<file path="src/rtl/modulo_period_meter.sv">
// Toggle half-period meter: measures intervals between edges of toggle_in,
// compares them to expected, and reports lock, mismatch and stall.
module modulo_period_meter #(
   parameter int CNT_W      = 8,
   parameter int LOCK_COUNT = 4
) (
   input  logic             clk,
   input  logic             reset,
   input  logic             enable,
   input  logic             toggle_in,
   input  logic [CNT_W-1:0] expected,
   output logic [CNT_W-1:0] period,
   output logic             period_valid,
   output logic             locked,
   output logic             mismatch,
   output logic             timeout
);

   localparam int MW = $clog2(LOCK_COUNT + 1);
   localparam logic [CNT_W-1:0] MAX = '1;
   localparam logic [MW-1:0] LOCK_N = MW'(LOCK_COUNT);

   typedef enum logic [1:0] {IDLE, ARM, TRACK, LOCKED} state_t;

   state_t           state_q, state_d;
   logic             prev_in;
   logic [CNT_W-1:0] run_cnt, run_d;
   logic [MW-1:0]    match_cnt, match_d, match_inc;
   logic [CNT_W-1:0] period_d, meas;
   logic             locked_d, valid_d, mism_d, tmo_d;
   logic             edge_det, hit;

   assign edge_det  = toggle_in ^ prev_in;
   assign meas      = (run_cnt == MAX) ? MAX : run_cnt + CNT_W'(1);
   assign hit       = (meas == expected);
   assign match_inc = (match_cnt == LOCK_N) ? match_cnt : match_cnt + MW'(1);

   always_comb begin
      state_d  = state_q;
      run_d    = run_cnt;
      match_d  = match_cnt;
      period_d = period;
      locked_d = locked;
      valid_d  = 1'b0;
      mism_d   = 1'b0;
      tmo_d    = 1'b0;
      if (!enable) begin
         state_d  = IDLE;
         run_d    = '0;
         match_d  = '0;
         locked_d = 1'b0;
      end else begin
         unique case (state_q)
            IDLE: begin
               run_d    = '0;
               match_d  = '0;
               locked_d = 1'b0;
               state_d  = ARM;
            end
            // first edge only gives a phase reference, no interval
            ARM: begin
               run_d = '0;
               if (edge_det) state_d = TRACK;
            end
            TRACK, LOCKED: begin
               if (edge_det) begin
                  run_d    = '0;
                  period_d = meas;
                  valid_d  = 1'b1;
                  if (hit) begin
                     match_d = match_inc;
                     if (match_inc == LOCK_N) begin
                        locked_d = 1'b1;
                        state_d  = LOCKED;
                     end
                  end else begin
                     mism_d   = 1'b1;
                     match_d  = '0;
                     locked_d = 1'b0;
                     state_d  = TRACK;
                  end
               end else if (run_cnt == MAX) begin
                  tmo_d    = 1'b1;
                  locked_d = 1'b0;
                  match_d  = '0;
                  run_d    = '0;
                  state_d  = ARM;
               end else begin
                  run_d = run_cnt + CNT_W'(1);
               end
            end
            default: state_d = IDLE;
         endcase
      end
   end

   always_ff @(posedge clk or posedge reset) begin
      if (reset) begin
         state_q      <= IDLE;
         prev_in      <= 1'b0;
         run_cnt      <= '0;
         match_cnt    <= '0;
         period       <= '0;
         period_valid <= 1'b0;
         locked       <= 1'b0;
         mismatch     <= 1'b0;
         timeout      <= 1'b0;
      end else begin
         state_q      <= state_d;
         prev_in      <= toggle_in;
         run_cnt      <= run_d;
         match_cnt    <= match_d;
         period       <= period_d;
         period_valid <= valid_d;
         locked       <= locked_d;
         mismatch     <= mism_d;
         timeout      <= tmo_d;
      end
   end

endmodule
</file>
<file path="config.mk">
export PLATFORM = sky130hd
export DESIGN_NAME = modulo_period_meter
export DESIGN_NICKNAME = d
export VERILOG_FILES = /design/src/rtl/modulo_period_meter.sv
export SDC_FILE = /design/constraint.sdc
export NUM_CORES = 1
export LEC_CHECK = 0
export BUFFER_PORTS_ARGS = -buffer_cell sky130_fd_sc_hd__buf_2
export CAP_MARGIN = 0
export CORE_UTILIZATION = 50
export CTS_BUF_LIST = sky130_fd_sc_hd__clkbuf_4 sky130_fd_sc_hd__clkbuf_8 sky130_fd_sc_hd__clkbuf_16
export DETAILED_ROUTE_END_ITERATION = 8
export GPL_TIMING_DRIVEN = 0
export PLACE_DENSITY = 0.72
export SLEW_MARGIN = 0
export SYNTH_ARGS = -nofsm -noshare
export SYNTH_HDL_FRONTEND = slang
export SYNTH_SLANG_ARGS = --single-unit
</file>
<file path="constraint.sdc">
create_clock -name clk -period 2.9 [get_ports clk]
set_input_delay 0.435 -clock clk [delete_from_list [all_inputs] [get_ports clk]]
set_output_delay 0.435 -clock clk [all_outputs]
set_load 0.005 [all_outputs]
</file>
==> summary.md <==
| Metric | Value |
|---|---|
| Final Hold Vio Count | `0` |
| Total power | `0.695 mW` |
| Power density cells | `approximately 420 nW/um^2` |
| Number of synthesized flops with an enable pin | `0` |
| Die footprint | `roughly 3200 um^2` |
| Tcrit/Tclk final | `0.914` |
| Actual slew at the worst max-slew pin | `between 0.9 and 1 ns` |
| Nets@finish | `204` |
| Top cells by count, synth | `26 x dfrtp_1, 15 x nor2_1, 11 x nand2_1, 11 x nand3_1, 9 x a21oi_1` |
| Hold path depth | `1` |
| Drt pass-1 iters | `4` |
| Post-synthesis sequential area ratio | `0.442` |
| YS warnings | `0` |
| Drt wl/cell | `14.6 um` |
| Post-Synthesis Cells | `around 160` |
| RSZ-0062 raised after global routing | `no` |
| Max-slew violation count | `0` |
| CTS hold repair buffers | `0` |
| Async set or reset register ratio after synthesis | `1.00` |
| Initial antenna violation count | `0` |
| Num CTS Buffers | `3` |
| LEAKAGE | `~0.7 nW` |
| # setup viols final | `0` |
| # diodes | `0` |
| Largest family of logic cells by synthesized area | `simple AND/OR/NAND/NOR gates` |
| Final ANT Viol Nets | `0` |
| Proportion of synthesized area in mux cells | `0.00680` |
| Gpl congestion | `roughly 0.95` |
| Clk sinks | `26` |
| Largest net degree at the start of global routing | `27` |
| Post-CTS resize count | `0` |
| Place WS | `0.284 ns` |
| Ports | `24` |
| Seq cells post-synth | `26` |
| Critical Path AT | `~2.9 ns` |
| Max VDD drop | `between 300 and 400 uV` |
| GRT overflow | `0` |
| Buffers on Ports | `23` |
| Ys flop type | `dfrtp_1` |
| Post-route cell area | `roughly 1700 um^2` |
| Area grow syn2layout | `12.9%` |
| FMAX | `377 MHz` |
| Critical path fanouts, max | `8` |
| Max-slew headroom | `0.349` |
| Critical path capture point type | `flop` |
| Status | `finished, final reports clean` |
| Rows | `19` |
| Mapped Avg Cell Area | `a little over 9 um^2` |
| Max-cap violations | `0` |
| Area contributors post-synth | `dfrtp_1 44%, nor2_1 3.8%, nand3_1 3.7%` |
| # DRC | `0` |
| Syn Std Cell Area | `about 1500 um^2` |
| R2R depth | `7` |
| Placement Cell Area | `between 1500 and 2000 um^2` |
| Most frequent cell after synthesis | `dfrtp_1` |
| Startpoint types | `flop` |
| Vias in the first global route | `around 1200` |
| Flop2flop setup slack | `between 0.2 and 0.25 ns` |
| Post-Synth Adder-Cell Area | `0.0255` |
| Clk_lat worst skew | `between 0.3 and 0.4 ns` |
| Share of layout cells above drive strength 1 | `0.176` |
| Setup TNS | `0 ns` |
| Post-DP HPWL | `about 2400 um` |
| Crit path required time | `3.13 ns` |
| Die Span Y | `around 56 um` |
| Post-CTS setup buffers | `0` |
| Non-Filler Instances | `~220` |
| Net Count, Synth | `about 180` |
| Min Tclk post-route | `roughly 2.7 ns` |
| DRT iter0 DRCs | `37` |
| WS Path Type | `reg2reg` |
| Clk slew on worst S/H paths | `about 0.14 ns` |
| Deepest clock path buffer count | `2` |
| Filler Cell Count | `251` |
| Root buffer cell | `clkbuf_4` |
| Final Skew | `~0.0022 ns` |
| Simple-gate portion of the synthesized area | `0.236` |
| Distinct cells, synth | `44` |
| Core Region | `2780 um^2` |
| Cell count after placement | `around 220` |
| Hold WC Path Type | `in2reg` |
| Yosys top cell by area | `dfrtp_1` |
| Post-synthesis xor/xnor area fraction | `0.0476` |
| WL final | `roughly 3200 um` |
| Vias | `between 1000 and 1500` |
| Die W | `approximately 56 um` |
| Fin worst setup slack | `between 0.2 and 0.25 ns` |
| Initial core utilization | `0.529` |
| Post-synth top area share | `0.442` |
| CTS tree | `built` |
| Global-route wire length before repair | `5430 um` |
| Vias per cell | `~6` |
| All-Layer GR Usage | `0.217` |
| Synth Area in Compound Gates | `0.208` |
| H-tree Lvls | `1` |
## worst max-delay path, cell delays in order (launching register included)
cell and delay [ns]:
dfrtp_1 0.50, ha_1 0.30, nand3_1 0.30, nor2_1 0.11
or4_4 0.54, a2111oi_4 0.41, nand3_1 0.19, and2_1 0.20
## layout make-up
cell class | instances | area [um^2] | share of cell area
multi-input combinational | 122 | 772 | 0.465
sequential | 26 | 651 | 0.392
timing repair buffer | 23 | 115 | 0.0693
tap | 31 | 38.8 | 0.0233
clock buffer | 4 | 36.3 | 0.0218
inverter | 8 | 30.0 | 0.0181
buffer | 5 | 18.8 | 0.0113
## path summary, 6_finish.rpt
check	startpoint	endpoint
setup / recovery	run_cnt[0]$_DFF_PP0_	mismatch$_DFF_PP0_
hold / removal	toggle_in	prev_in$_DFF_PP0_
setup reg to reg	run_cnt[0]$_DFF_PP0_	mismatch$_DFF_PP0_
hold reg to reg	period[7]$_DFFE_PP0P_	period[7]$_DFFE_PP0P_
max in group asynchronous	reset	locked$_DFFE_PP0P_
min in group asynchronous	reset	mismatch$_DFF_PP0_
## layer usage
metal | global-route usage | share of wire
met5 | 0 | 0
met4 | 0.0627 | 0.013
met3 | 0.0233 | 0.043
met2 | 0.361 | 0.48
met1 | 0.301 | 0.46
## stage by stage
| step | hold slack, ns | util |
|---|---|---|
| after floorplan | 0.466 | - |
| after global placement | 0.458 | 0.584 |
| after detailed placement | 0.465 | 0.584 |
| after CTS | 0.249 | 0.597 |
| after global routing | 0.238 | 0.597 |
| final | 0.259 | 0.597 |
## registers in the layout, summed over array words and instances (netlist names)
| register | count |
|---|---|
| period_valid | 1 |
| locked | 1 |
| mismatch | 1 |
| match_cnt | 3 |
| prev_in | 1 |
| state_q | 2 |
| run_cnt | 8 |
| period | 8 |
| timeout | 1 |
## power breakdown
group	total [mW]	switching [mW]	leakage (nW)	internal, mW
logic	0.106	0.0561	0.334	0.0503
clock network	0.182	0.105	0.0210	0.0768
registers	0.407	0.0155	0.349	0.391
## cell families after synthesis
logic type / after synthesis
buffers and inverters: 13
multiplexers: 1
flip-flops: 26
XOR/XNOR: 8
AND/OR/NAND/NOR: 65
adder cells (fa/ha/maj): 3
AO/OA/AOI/OAI: 45
## layout by cell type, fill, tap and decap left out, types with 3 or more instances in the layout
cell type / count
a21oi_1: 9
a31oi_1: 7
and3_1: 4
buf_2: 23
clkbuf_1: 4
clkbuf_4: 3
dfrtp_1: 26
ha_1: 3
inv_1: 7
nand2_1: 11
nand2b_1: 6
nand3_1: 11
nand4_1: 4
nor2_1: 15
nor2b_1: 3
o211ai_1: 4
o21ai_0: 8
o21ai_1: 3
o22ai_1: 3
xnor2_1: 5
xor2_1: 3
(Power assumes the default switching activity.)
